--- src/rtl/operand_fetch_unit.sv ---
// operand_fetch_unit: 6502-style operand and indirect-pointer fetch sequencer.
// Define JMP_IND_PAGE_BUG_EN for the NMOS JMP (ind) pointer-hi page wrap.
module operand_fetch_unit (
   input  logic        clk,
   input  logic        reset_n,
   input  logic        start,
   input  logic [3:0]  addr_mode,
   input  logic [15:0] PC_in,
   input  logic [7:0]  X_reg,
   input  logic [7:0]  Y_reg,
   output logic [15:0] mem_addr,
   output logic        mem_rd,
   input  logic [7:0]  mem_rdata,
   input  logic        mem_ready,
   output logic        busy,
   output logic        done,
   output logic [7:0]  operand_lo,
   output logic [7:0]  operand_hi,
   output logic [15:0] ptr_addr,
   output logic        page_crossed,
   output logic [15:0] pc_next
);
   typedef enum logic [2:0] {IDLE, OP_LO, OP_HI, PTR_LO, PTR_HI, FINISH} state_t;
   localparam logic [3:0] M_IND = 4'd7, M_INDX = 4'd8, M_INDY = 4'd9;
   state_t      state;
   logic        req;
   logic [3:0]  mode_q;
   logic [15:0] pc_q;
   logic [7:0]  x_q, y_q, ptr_lo;
   logic [1:0]  n_in, n_q;
   logic [15:0] ptr_full, ptr_y, ptr_hi_addr;
   function automatic logic [1:0] op_bytes(input logic [3:0] m);
      return (m <= 4'd3 || m == 4'd8 || m == 4'd9 || m == 4'd10) ? 2'd1 : (m <= 4'd7) ? 2'd2 : 2'd0;
   endfunction
   always_comb begin
      n_in = op_bytes(addr_mode);
      n_q = op_bytes(mode_q);
      ptr_full = {mem_rdata, ptr_lo};
      ptr_y = ptr_full + {8'h00, y_q};
`ifdef JMP_IND_PAGE_BUG_EN
      ptr_hi_addr = (mode_q == M_IND) ? {mem_addr[15:8], mem_addr[7:0] + 8'd1} : {8'h00, mem_addr[7:0] + 8'd1};
`else
      ptr_hi_addr = (mode_q == M_IND) ? mem_addr + 16'd1 : {8'h00, mem_addr[7:0] + 8'd1};
`endif
   end
   // start is latched in IDLE; the sequence begins one cycle later, giving the 2-cycle overhead
   always_ff @(posedge clk or negedge reset_n) begin
      if (!reset_n) begin
         state <= IDLE;
         req <= 1'b0;
         mode_q <= 4'd0;
         pc_q <= 16'd0;
         x_q <= 8'd0;
         y_q <= 8'd0;
         ptr_lo <= 8'd0;
         mem_addr <= 16'd0;
         mem_rd <= 1'b0;
         busy <= 1'b0;
         done <= 1'b0;
         operand_lo <= 8'd0;
         operand_hi <= 8'd0;
         ptr_addr <= 16'd0;
         page_crossed <= 1'b0;
         pc_next <= 16'd0;
      end else begin
         case (state)
            IDLE: begin
               if (req) begin
                  req <= 1'b0;
                  if (n_q == 2'd0) begin
                     state <= FINISH;
                     done <= 1'b1;
                  end else begin
                     state <= OP_LO;
                     mem_rd <= 1'b1;
                     mem_addr <= pc_q + 16'd1;
                  end
               end else if (start) begin
                  req <= 1'b1;
                  busy <= 1'b1;
                  mode_q <= addr_mode;
                  pc_q <= PC_in;
                  x_q <= X_reg;
                  y_q <= Y_reg;
                  operand_lo <= 8'd0;
                  operand_hi <= 8'd0;
                  ptr_addr <= 16'd0;
                  page_crossed <= 1'b0;
                  pc_next <= PC_in + 16'd1 + {14'd0, n_in};
               end
            end
            OP_LO: begin
               if (mem_ready) begin
                  operand_lo <= mem_rdata;
                  if (n_q == 2'd2) begin
                     state <= OP_HI;
                     mem_addr <= pc_q + 16'd2;
                  end else if (mode_q == M_INDX || mode_q == M_INDY) begin
                     state <= PTR_LO;
                     mem_addr <= {8'h00, (mode_q == M_INDX) ? mem_rdata + x_q : mem_rdata};
                  end else begin
                     state <= FINISH;
                     mem_rd <= 1'b0;
                     mem_addr <= 16'd0;
                     done <= 1'b1;
                  end
               end
            end
            OP_HI: begin
               if (mem_ready) begin
                  operand_hi <= mem_rdata;
                  if (mode_q == M_IND) begin
                     state <= PTR_LO;
                     mem_addr <= {mem_rdata, operand_lo};
                  end else begin
                     state <= FINISH;
                     mem_rd <= 1'b0;
                     mem_addr <= 16'd0;
                     done <= 1'b1;
                  end
               end
            end
            PTR_LO: begin
               if (mem_ready) begin
                  ptr_lo <= mem_rdata;
                  state <= PTR_HI;
                  mem_addr <= ptr_hi_addr;
               end
            end
            PTR_HI: begin
               if (mem_ready) begin
                  ptr_addr <= (mode_q == M_INDY) ? ptr_y : ptr_full;
                  page_crossed <= (mode_q == M_INDY) && (ptr_y[15:8] != mem_rdata);
                  state <= FINISH;
                  mem_rd <= 1'b0;
                  mem_addr <= 16'd0;
                  done <= 1'b1;
               end
            end
            FINISH: begin
               done <= 1'b0;
               busy <= 1'b0;
               state <= IDLE;
            end
            default: state <= IDLE;
         endcase
      end
   end
endmodule
--- config.mk ---
export PLATFORM = sky130hd
export DESIGN_NAME = operand_fetch_unit
export DESIGN_NICKNAME = d
export VERILOG_FILES = /design/src/rtl/operand_fetch_unit.sv
export SDC_FILE = /design/constraint.sdc
export NUM_CORES = 1
export LEC_CHECK = 0
export CAP_MARGIN = 20
export CORE_MARGIN = 1.5
export CORE_UTILIZATION = 50
export CTS_BUF_LIST = sky130_fd_sc_hd__clkbuf_16
export DETAILED_ROUTE_END_ITERATION = 10
export PLACE_DENSITY = 0.76
export SLEW_MARGIN = 20
export SYNTH_ARGS = -nofsm -noshare
export SYNTH_HDL_FRONTEND = slang
export SYNTH_SLANG_ARGS = --single-unit
--- constraint.sdc ---
create_clock -name clk -period 3.5 [get_ports clk]
set_input_delay 0.7 -clock clk [delete_from_list [all_inputs] [get_ports clk]]
set_output_delay 0.7 -clock clk [all_outputs]
set_load 0.02 [all_outputs]
Word level (Yosys, flattened, before mapping)
Index checks and enable logic that the tools add are counted.
{"block": "op_classes", "n_addsub": 8, "order_cmp": 4, "n_eq_ne": 26, "mux": 63, "bitwise_logic": 1, "reduce_logical": 27}
{"op": "$mux W16", "count": 13}
{"op": "$pmux W16 S5", "count": 1}
{"op": "$add A16 B1 Y16 const B", "count": 3}
{"op": "$mux W8", "count": 5}
{"op": "$pmux W16 S2", "count": 1}
{"op": "$pmux W8 S2", "count": 2}
{"op": "$mux W3", "count": 9}
{"op": "$eq A4 B4 Y1 const B", "count": 6}
{"op": "$ne A2 B2 Y1 const B", "count": 12}
{"op": "$mux W1", "count": 23}
{"op": "$reduce_and A9 Y1", "count": 2}
{"op": "$add A16 B2 Y16", "count": 1}
{"op": "$add A16 B2 Y16 const B", "count": 1}
{"op": "$add A16 B8 Y16", "count": 1}
{"op": "$pmux W3 S5", "count": 1}
{"op": "$reduce_and A4 Y1", "count": 3}
{"op": "$reduce_bool A5 Y1", "count": 2}
{"op": "$add A8 B1 Y8 const B", "count": 1}
{"op": "$add A8 B8 Y8", "count": 1}
{"op": "$le A4 B2 Y1 const B", "count": 2}
{"op": "$le A4 B3 Y1 const B", "count": 2}
{"op": "$mux W2", "count": 4}
{"op": "$ne A8 B8 Y1", "count": 1}
{"op": "$reduce_bool A2 Y1", "count": 4}
{"op": "other kinds (18)", "count": 28}
{"block": "word_totals", "ff_bits": 116, "inputBits": 48, "output_inout_bits": 68, "wordCells": 145}

Logic depth before layout (Yosys ltp)
{"block": "depth", "word_depth": 9, "ltp_mapped": 10, "depth_no_buf": 10}

Worst setup path before layout
OpenSTA, ideal clock, no wires.
{"block": "synth_path", "path_kind": "input -> register", "startpoint": "input addr_mode[1]", "endpoint": "register pc_next[14]", "setup_time_ns": 0.083, "t_arrival_ns": 2.317, "t_required_ns": 3.417, "setup_slack_ns": 1.101, "path_stages": 10, "path_buffers": 0, "cell_sequence": "a31o_2 ha_1 inv_1 fa_1 and3_1 and3_1 nor2b_1 nand3_1 xor2_1 o21ai_0"}
{"block": "synth_via", "elab_chain_len": 6, "word_cells_on_any_way": 11, "cone_classes": "1 x add/sub; 2 x order compare; 3 x eq/ne; 2 x mux; 3 x reduce/logical"}
{"item": "start, declared", "line_no": "7", "rtl": "input logic [3:0] addr_mode,"}
{"item": "$le A4 B2 Y1 / $eq A4 B4 Y1 (equally long branches)", "line_no": "33", "rtl": "return (m <= 4'd3 || m == 4'd8 || m == 4'd9 || m == 4'd10) ? 2'd1 : (m <= 4'd7) ? 2'd2 : 2'd0;"}
{"item": "$logic_or A1 B1 Y1 (3 in series)", "line_no": "33"}
{"item": "$mux W2 (*)", "line_no": "33"}
{"item": "$add A16 B2 Y16 (*)", "line_no": "89", "rtl": "pc_next <= PC_in + 16'd1 + {14'd0, n_in};"}
{"item": "end signal, assigned", "line_no": "89"}
{"item": "end, declared", "line_no": "21", "rtl": "output logic [15:0] pc_next"}
Mark *: on every way between the ends. The rest lies on a longest branch, timed or not.
A chain may end at the register's enable or synchronous reset.

Final worst setup path
{"block": "layout_path", "startpoint": "input mem_rdata[1]", "endpoint": "register mem_addr[6]"}
{"block": "layout_via", "elab_chain_len": 6}
{"item": "start, declared", "line_no": "13", "rtl": "input logic [7:0] mem_rdata,"}
{"item": "$add A8 B8 Y8", "line_no": "100", "rtl": "mem_addr <= {8'h00, (mode_q == M_INDX) ? mem_rdata + x_q : mem_rdata};"}
{"item": "$mux W8", "line_no": "100"}
{"item": "$mux W8", "line_no": "98", "rtl": "end else if (mode_q == M_INDX || mode_q == M_INDY) begin"}
{"item": "$mux W16", "line_no": "95", "rtl": "if (n_q == 2'd2) begin"}
{"item": "$mux W16", "line_no": "93", "rtl": "if (mem_ready) begin"}
{"item": "$pmux W16 S5", "line_no": "66", "rtl": "case (state)"}
{"item": "end signal, assigned", "line_no": "76", "rtl": "mem_addr <= pc_q + 16'd1;"}
{"item": "end signal, assigned", "line_no": "97", "rtl": "mem_addr <= pc_q + 16'd2;"}
{"item": "end signal, assigned", "line_no": "100"}
{"item": "end, declared", "line_no": "11", "rtl": "output logic [15:0] mem_addr,"}
No other way between the ends. The select of a mux whose other input is x is not followed.

==> impl_metrics.env <==
export IMPL_status="completed"
export IMPL_drt_pass1_iter_count=5
export IMPL_nNetsFinal=937
export IMPL_critPathMaxStageDelay_ps=670
export IMPL_final_area_mm2=0.00885
export IMPL_cp_arrival_ps=3140
export IMPL_finalSetupViolations=0
export IMPL_drc=0
export IMPL_setup_ws_ps=693
export IMPL_cp_endpoint="mem_addr[6]"
export IMPL_cts_sink_count=116
export IMPL_synth_area_mm2=0.00698
export IMPL_p_leak_uw=0.00362
export IMPL_synth_edff_count=0
export IMPL_slew_headroom_pct=43.4
export IMPL_rsz0062_at_grt="no"
export IMPL_numPortBuffers=115
export IMPL_syn_nets=830
export IMPL_cts_max_level=4
export IMPL_yosysSeqAreaShare_pct=41.6
export IMPL_yosys_area_share_xor_xnor_pct=7.65
export IMPL_cts_setup_buffers=0
export IMPL_die_x_um=121
export IMPL_rr_worst_depth=6
export IMPL_r2r_start="state[0]"
export IMPL_start_util_pct=51.9
export IMPL_drt_total_wl_mm=20.5
export IMPL_ys_seq_elements=116
export IMPL_setup_tns_ps=0
export IMPL_antenna_cells=0
export IMPL_grt_pass1_wl_mm=32.7
export IMPL_cts_root_buf="clkbuf_16"
export IMPL_synth_most_common_cell="dfrtp_1"
export IMPL_vdd_drop_max_uv=457
export IMPL_fmax_mhz=356
export IMPL_synthAdderAreaFrac_pct=4.45
export IMPL_crit_required_ps=3840
export IMPL_vias=6376
export IMPL_place_ws_ps=309
export IMPL_cts_resized=0
export IMPL_die_area_mm2=0.0147
export IMPL_synth_area_top_cells="dfrtp_1 42%, mux2_2 5.5%, nand2_1 5.4%"
export IMPL_crit_chain="clkdlybuf4s50_1 > inv_1 > fa_1 > nor2b_1 > o31a_1 > o211ai_1 > a311oi_1 > o211ai_1 > a21oi_1"
export IMPL_cp_depth=9
export IMPL_placed_area_mm2=0.00830
export IMPL_synth_compound_gate_area_share_pct=18.1
export IMPL_synth_top_family_by_area="compound AO/OA/AOI/OAI gates"
export IMPL_grt_max_degree=61
export IMPL_crit_slowest_cell="clkdlybuf4s50_1"
export IMPL_p_total_uw=8630
export IMPL_slew_violations=0
export IMPL_crit_path_end_kind="flop"
export IMPL_cts_max_path_buffers=2
export IMPL_hold_worst_slack_ps=371
export IMPL_ys_flop_type="dfrtp_1"
export IMPL_cts_buffers_inserted=17
export IMPL_crit_buf_inv=2
export IMPL_tightest_slew_ps=848
export IMPL_path_clk_slew_ps=50
export IMPL_routed_via_density=6.05
export IMPL_synth_top_cell_area_share_pct=41.6
export IMPL_die_h_um=121
export IMPL_synth_common_cells="116 x dfrtp_1, 100 x nand2_1, 75 x o21ai_0"
export IMPL_post_drt_wl_per_cell_um=19.4
export IMPL_power_per_cell_area_mw_per_mm2=975
export IMPL_grt_use_total_pct=29.3
export IMPL_fp_row_count=42
export IMPL_drt_initial_drc_count=612
export IMPL_worstSetupPathType="in2reg"
export IMPL_crit_top_cell="o211ai_1"
export IMPL_overflow=0
export IMPL_pin_count=116
export IMPL_timing_rr_end="mem_addr[0]"
export IMPL_areaGrowthSynthToFinish_pct=26.8
export IMPL_cap_violations=0
export IMPL_period_share_pct=80.2
export IMPL_drive_gt1_share_pct=10.4
export IMPL_fin_skew_ps=10.2
export IMPL_ctsHoldBuffers=0
export IMPL_avgSynthCellArea_um2=9.20
export IMPL_grt_pass1_vias=6065
export IMPL_yosysWarningCount=0
export IMPL_cp_max_fo=7
export IMPL_gp_congestion=0.942
export IMPL_cts_tree="yes"
export IMPL_worstSkewPairLatency_ps=420
export IMPL_synth_simple_area_share_pct=17.1
export IMPL_yosysTopAreaCell="dfrtp_1"
export IMPL_synth_cell_types=67
export IMPL_ant_nets=0
export IMPL_synthMuxAreaShare_pct=7.35
export IMPL_core_area_mm2=0.0135
export IMPL_crit_family="compound AO/OA/AOI/OAI gates"
export IMPL_postSynthCellCount=759
export IMPL_reg2reg_slack_ps=700
export IMPL_hold_violations=0
export IMPL_async_flop_share_pct=100
export IMPL_hpwl_mm=14.9
export IMPL_antenna_found_initial=0
export IMPL_min_path_type="in2async"
export IMPL_layout_min_cycle_time_ps=2810
export IMPL_crit_path_start="mem_rdata[1]"
export IMPL_startpoint_type="primary input"
==> metal layers <==
metal	vias to the layer above	GRT usage [%]	wire length (um)
li1	2953	-	-
met1	3078	40.6	8830
met2	293	45.1	9550
met3	52	6.02	1510
met4	0	11.6	586
met5	-	0	0
==> worst min path at each step <==
stage | end | depth (start not counted)
after floorplan | busy | 0
after global placement | operand_hi[0] | 2
after detailed placement | operand_hi[0] | 2
after CTS | y_q[4] | 1
after global routing | y_q[2] | 1
final | y_q[2] | 1
==> through the flow <==
stage | utilization [%] | cells
floorplan | - | 759
global placement | 61.7 | 1023
detailed placement | 61.7 | 1023
CTS | 65.7 | 1054
global route | 65.8 | 1054
finish | 65.8 | 1054
==> power by group <==
group / switching (uW) / internal [uW] / leakage, uW
Sequential: 766 / 1950 / 0.00146
Clock: 608 / 1020 / 0.000267
Combinational: 2350 / 1940 / 0.00189
Total: 3720 / 4910 / 0.00362
==> flip-flops by register name (all words and copies together) (netlist names) <==
name,count
busy,1
done,1
mem_addr,16
mem_rd,1
mode_q,4
operand_hi,8
operand_lo,8
page_crossed,1
pc_next,16
pc_q,16
ptr_addr,16
ptr_lo,8
req,1
state,3
x_q,8
y_q,8
==> layout make-up <==
class	instances	area [um^2]
clock buffers	17	425
clock inverters	14	121
fillers	1126	4600
inverters	20	75.1
multi-input cells	580	3820
flip-flops and latches	116	2900
well taps	176	220
repair buffers	131	1280
==> kinds of logic (layout without fill, tap and decap cells) <==
kind of cell    after synthesis  after routing
compound gates              203            203
buf+inv                      63            182
xor+xnor                     61             61
mux                          46             46
simple gates                247            247
flops                       116            116
fa+ha+maj                    23             23
==> placed cells by master (no fill, tap or decap), types with 11 or more instances in the layout <==
cell type	Yosys	final
clkdlybuf4s50_1	0	114
o22ai_1	11	11
nand4_1	12	12
a21oi_1	33	33
and3_1	11	11
nand2_1	100	100
nand3_1	35	34
nor2_1	42	42
dfrtp_1	116	116
clkbuf_16	0	17
ha_1	20	20
inv_1	19	20
buf_4	2	16
xor2_1	25	25
mux2_2	34	34
xnor2_1	36	36
o21ai_0	75	75
No activity file was read; power rests on OpenSTA's default activity.
